**src/rtl/tog_sync_sched.sv**
```systemverilog
// Round-robin source-side scheduler feeding the toggle-synchronizer data channel (clock domain A).
// Optional ack handshake on HOLD exit enabled by defining TSYNC_SCHED_ACK_EN.
module tog_sync_sched #(
    parameter int unsigned N           = 8,
    parameter int unsigned N_REQ       = 4,
    parameter int unsigned HOLD_CYCLES = 8,
    localparam int unsigned SW         = (N_REQ > 1) ? $clog2(N_REQ) : 1
) (
    input  logic                 clkA,
    input  logic                 rst,
    input  logic                 ena,
    input  logic [N_REQ-1:0]     req,
    input  logic [N_REQ*N-1:0]   req_data,
`ifdef TSYNC_SCHED_ACK_EN
    input  logic                 ack_tog,
    output logic                 err,
`endif
    output logic [N_REQ-1:0]     gnt,
    output logic [N-1:0]         data_out,
    output logic                 pulse_out,
    output logic                 busy,
    output logic [SW-1:0]        last_src
);

    localparam int unsigned CW = (HOLD_CYCLES > 0) ? $clog2(HOLD_CYCLES + 1) : 1;

    typedef enum logic [1:0] {
        StIdle,
        StLaunch,
        StHold
    } state_e;

    state_e        state_q;
    logic [CW-1:0] cnt_q;
    logic [SW-1:0] ptr_q;     // first index scanned in the next arbitration
`ifdef TSYNC_SCHED_ACK_EN
    logic          exp_q;
`endif

    logic          win_found;
    logic [SW-1:0] win_idx;
    int unsigned   j;

    // Scan upward from the pointer, wrapping modulo N_REQ; first set request wins.
    always_comb begin
        win_found = 1'b0;
        win_idx   = '0;
        j         = 0;
        for (int i = 0; i < N_REQ; i++) begin
            j = (int'(ptr_q) + i) % N_REQ;
            if (!win_found && req[j]) begin
                win_found = 1'b1;
                win_idx   = SW'(j);
            end
        end
    end

    always_ff @(posedge clkA) begin
        if (rst) begin
            state_q   <= StIdle;
            cnt_q     <= '0;
            ptr_q     <= '0;
            gnt       <= '0;
            data_out  <= '0;
            pulse_out <= 1'b0;
            busy      <= 1'b0;
            last_src  <= '0;
`ifdef TSYNC_SCHED_ACK_EN
            exp_q     <= 1'b0;
            err       <= 1'b0;
`endif
        end else begin
            case (state_q)
                StIdle: begin
                    if (ena && win_found) begin
                        data_out  <= req_data[win_idx*N +: N];
                        gnt       <= N_REQ'(1) << win_idx;
                        pulse_out <= 1'b1;
                        busy      <= 1'b1;
                        last_src  <= win_idx;
                        ptr_q     <= (win_idx == SW'(N_REQ - 1)) ? '0 : win_idx + SW'(1);
                        state_q   <= StLaunch;
                    end
                end
                StLaunch: begin
                    gnt       <= '0;
                    pulse_out <= 1'b0;
                    cnt_q     <= CW'(HOLD_CYCLES - 1);
`ifdef TSYNC_SCHED_ACK_EN
                    exp_q     <= ~ack_tog;
`endif
                    state_q   <= StHold;
                end
                StHold: begin
`ifdef TSYNC_SCHED_ACK_EN
                    // An ack on the timeout edge still counts as success.
                    if (ack_tog == exp_q) begin
                        busy    <= 1'b0;
                        state_q <= StIdle;
                    end else if (cnt_q == '0) begin
                        busy    <= 1'b0;
                        err     <= 1'b1;
                        state_q <= StIdle;
                    end else begin
                        cnt_q <= cnt_q - CW'(1);
                    end
`else
                    if (cnt_q == '0) begin
                        busy    <= 1'b0;
                        state_q <= StIdle;
                    end else begin
                        cnt_q <= cnt_q - CW'(1);
                    end
`endif
                end
                default: begin
                    busy    <= 1'b0;
                    state_q <= StIdle;
                end
            endcase
        end
    end

endmodule

```
**config.mk**
```make
export PLATFORM = sky130hd
export DESIGN_NAME = tog_sync_sched
export DESIGN_NICKNAME = d
export VERILOG_FILES = /design/src/rtl/tog_sync_sched.sv
export SDC_FILE = /design/constraint.sdc
export NUM_CORES = 1
export LEC_CHECK = 0
export CORE_AREA = 3 3 61 63
export DETAILED_ROUTE_END_ITERATION = 10
export DIE_AREA = 0 0 64 66
export HOLD_SLACK_MARGIN = 0.1
export PLACE_DENSITY = 0.77
export SYNTH_ARGS = -nofsm -noshare
export SYNTH_HDL_FRONTEND = slang
export SYNTH_SLANG_ARGS = --single-unit
```
**constraint.sdc**
```tcl
create_clock -name clkA -period 2.2 [get_ports clkA]
set_input_delay 0.22 -clock clkA [delete_from_list [all_inputs] [get_ports clkA]]
set_output_delay 0.22 -clock clkA [all_outputs]
set_load 0.005 [all_outputs]
```
* After elaboration in Yosys (flattened, before gate mapping) *
Cells that the tools add are included.

storage, ports and cells
  register bits after elaboration = 24
  latch bits = 0
  memory bits (writable) = 0
  bits in read-only memories = 0
  input bits = 39
  output and inout bits = 16
  word-level logic and storage cells = 70
  memories = 0

operators by class
  $add $sub $neg = 5
  multiply operators = 0
  divide/modulo/power cells = 0
  magnitude comparators = 4
  equal/unequal tests = 6
  shifts and indexed selects = 2
  multiplexer cells = 28
  bitwise operators = 1
  reduce and logical (&&, ||, !) cells = 16

operators by type and width
  operator                                                    number
  indexed part select 32 x 6 -> 8 bit                         1
  case mux 4 bit (2 select lines)                             2
  two-way mux 2 bit                                           7
  less-than comparator 2 x 3 -> 1 bit, second input constant  4
  two-way mux 1 bit                                           10
  binary-select mux 1 bit (select 2 bit)                      4
  two-way mux 4 bit                                           2
  AND reduction 2 bit                                         4
  != test 2 bit, second input constant                        3
  case mux 2 bit (3 select lines)                             1
  adder 2 x 1 -> 2 bit, second input constant                 2
  adder 2 bit, second input constant                          2
  == test 2 bit, second input constant                        2
  logical AND 1 bit                                           4
  zero test 4 bit                                             1
  nonzero test 2 bit                                          2
  << shifter 1 x 2 -> 4 bit, first input constant             1
  subtractor 4 x 1 -> 4 bit, second input constant            1
  zero test 1 bit                                             3
  case mux 1 bit (3 select lines)                             1
  AND reduction 3 bit                                         1
  == test 2 x 1 -> 1 bit, second input constant               1
  zero test 2 bit                                             1
  case mux 1 bit (2 select lines)                             1
  NOT 1 bit                                                   1

* Depth between registers and ports, before layout *
  depth in word-level cells = 15
  depth in mapped cells = 9
  depth with buffers taken out = 7

* Worst setup path after synthesis *
Ideal clock, no wire load.

  path kind = reg-to-reg
  start = register ptr_q[1]
  end = register ptr_q[0]
  setup time = 0.070 ns
  arrival = 1.733 ns
  required time = 2.130 ns
  setup slack = 0.397 ns
  stages on the path, launching flop included = 10
  path buffers = 2
  period minus slack after synthesis = 1.803 ns
  path through = dfxtp_1 > nand2_1 > or2_1 > buf_2 > nand3_4 > buf_12 > inv_4 > ha_1 > or3_1 > a21oi_1

on the way
  word-level cells in the longest chain between the ends = 14
  elaborated cells between the ends (all ways) = 30
  those cells by class = 4 x add/sub; 1 x eq/ne; 17 x mux; 8 x reduce/logical

ends and longest elaborated chain
  item                                                                           RTL line  text
  start, declared                                                                35        logic [SW-1:0] ptr_q;
  start signal, assigned                                                         81        ptr_q <= (win_idx == SW'(N_REQ - 1)) ? '0 : win_idx + SW'(1);
  parallel branches: the longest is 14 deep, another holds adder 2 x 1 -> 2 bit  n/a

Several ways; the timed one is not identified. The select of a mux whose other input is x is not followed.
A chain may end at the register's enable or synchronous reset.

* Worst setup path in the final report *
Ends and elaborated chain as after synthesis.

==> results.ini <==
[outcome]
outcome=completed

[setup_path]
crit_chain=nand2_1 -> a311oi_1 -> nor2_1 -> ha_1 -> or3_1 -> a21oi_1
crit_buf_inv=0
critPathSlowestCell=a311oi_1
crit_fanout=5
reg2reg_from=ptr_q[1]$_SDFFE_PP0P_
end_kind=register
critical_path_class=reg -> reg
crit_required_ns=2.46
worstReg2RegEnd=ptr_q[0]$_SDFFE_PP0P_
crit_arrival_ns=2.22
cp_slowest_stage_delay_ns=0.47
startpoint_type=register
crit_family=simple AND/OR/NAND/NOR gates
worstRegToRegCells=6
reg2reg_slack_ns=0.24
crit_path_start=ptr_q[1]$_SDFFE_PP0P_

[global_route]
grt_pass1_vias=1440
grt_pass1_wl_mm=6.727
antenna_found_initial=0
grt_use_total_pct=20.19
grt.overflow.total=0
grt_max_degree=18

[clocking]
cts.clk_slew.worst_paths_ns=0.13
hold_buffers=0
clock_latency_ns=0.32
ctsHtreeMaxLevel=1
postCtsSetupRepairBufs=0
clock-sinks=24
cts_made_buffers=3
cts_tree=yes
clockRootBuffer=clkbuf_4
cts.repair.resized=0
cts_buffer_depth=2

[sta]
fin_crit_ns=1.958
period_share_pct=89.00
worst_pin_slew_ns=0.5824
report.final.slew_viol_count=0
max_slew_margin_pct=61.05
finalSetupViolCount=0
timing.clock.skew_ns=0.001904
rsz0062_at_grt=no
finalHoldViolCount=0
max_freq_ghz=0.5108
timing.hold.ws_ns=0.4705

[yosys]
synthCells=156
synth_area_leader_cell=dfxtp_1
synthArstFlopShare_pct=0
synth.top_cell.area_share_pct=35.23
ys_seq_elements=24
synth-warning-count=0
syn_avg_cell_area_um2=8.742
yosys_most_used_dff=dfxtp_1
synth_edf_count=0
synth_nets=197
ys_seq_area_share_pct=35.23
synth.area.top_cells=dfxtp_1 35%, a211oi_1 6.6%, nor2_1 4.1%
synth_cell_type_count=43
netlist_area_mm2=0.001364

[floorplanning]
dieArea_mm2=0.004224
core_mm2=0.003284
ios=55
initial_core_util_pct=41.52
die_height_um=66
die_x_um=64
num_rows=21

[layout]
diodes=0
layout_commonest_cell=clkdlybuf4s50_1
fin_util_pct=61.18
fillers=293
fin_area_mm2=0.002009
final_cell_mix=54 x clkdlybuf4s50_1, 24 x dfxtp_1, 15 x nor2_1
drive_gt1_share_pct=9.859
syn_to_final_growth_pct=47.34
final_nets=255

[detailed_routing]
wl_met3_um=208
post-route-drc-count=0
vias=1415
routed.top_layer=met4
met1Wirelength_mm=1.562
antenna_left=0
avgRoutedWirePerCell_um=15.23
drtIter0Drc=71
routed_via_density=5.463
wl_met2_mm=2.104
drt-pass1-iter-count=4
wirelength_mm=3.944

[worst_hold_path]
hold_path_end=pulse_out$_SDFFE_PP0P_
holdPathStages=2
hp-start=pulse_out$_SDFFE_PP0P_
hold_path_class=reg -> reg

[power]
total_power_mw=1.212
total_leakage_power_nw=0.7957
ir_drop_uv=353.3
p_per_area_mw_per_mm2=603.1

[place]
io_buffers=54
place_area_mm2=0.001957
dpl.hpwl_mm=3.067
place.gp.congestion=0.8112

[run]
drv_cap=0

[logic make-up (layout without fill, tap and decap cells)]
logic type	count (synthesis)	after routing	share of synthesized area, %
multiplexers	9	9	7.064
AND/OR/NAND/NOR	60	60	24.95
adder cells (fa/ha/maj)	2	2	1.835
AO/OA/AOI/OAI	46	46	24.31
flip-flops	24	24	35.23
buffers and inverters	15	72	6.606
[state kept, by name (all words and copies together), names as in the netlist]
name       count
busy           1
cnt_q          4
data_out       8
gnt            4
last_src       2
ptr_q          2
pulse_out      1
state_q        2
[through the flow]
step / setup WS (ns) / TNS, ns / cells
after floorplan: 0.3969 / 0 / 156
after global placement: 0.03707 / 0 / 255
after detailed placement: -0.03858 / -0.03858 / 255
after CTS: 0.2656 / 0 / 259
after global routing: 0.04222 / 0 / 259
final: 0.2421 / 0 / 259
[metal layers]
metal,global-route usage [%],vias to the layer above
met5,0,-
met4,7.278,0
met3,2.211,8
met2,38.45,57
met1,22.96,654
li1,-,696
[where the power goes]
| group | internal (mW) | leakage, nW | switching, mW |
|---|---|---|---|
| Clock | 0.184 | 0.0279 | 0.136 |
| Combinational | 0.217 | 0.571 | 0.170 |
| Sequential | 0.477 | 0.197 | 0.0286 |
[worst max-delay path by stage]
stage	endpoint	slack (ns)	depth (start not counted)
final	ptr_q[0]$_SDFFE_PP0P_	0.24	6
after global routing	ptr_q[0]$_SDFFE_PP0P_	0.04	6
after CTS	ptr_q[0]$_SDFFE_PP0P_	0.27	6
after detailed placement	ptr_q[0]$_SDFFE_PP0P_	-0.04	7
after global placement	ptr_q[0]$_SDFFE_PP0P_	0.04	7
after floorplan	ptr_q[0]$_SDFFE_PP0P_	0.40	9
[final cells by class]
type                       instances  area (um2)  area share (%)
clock buffer                       3       22.52           1.121
tap                               46       57.56           2.864
clock inverter                     1       30.03           1.494
sequential                        24       480.5           23.91
multi-input combinational        117       793.3           39.48
timing repair buffer              62       600.6           29.89
inverter                           6       25.02           1.245
[synthesized netlist by cell type (3+ instances only)]
cell type  number
mux2_2          3
and4_1          3
mux2i_1         4
o31ai_1         5
o21bai_1        4
nor3b_1         6
nor2_1         15
dfxtp_1        24
a211oi_1       12
nand2b_1        4
buf_2           3
a211o_1         5
nand2_1        11
a21oi_1         9
inv_1           5
nand4_1         5
[worst reg2reg max path: stages (launching register included)]
cell      delay, ns
dfxtp_1        0.42
nand2_1        0.11
a311oi_1       0.47
nor2_1         0.13
ha_1           0.23
or3_1          0.38
a21oi_1        0.16
Note: power is estimated with default switching activity, not from simulation.
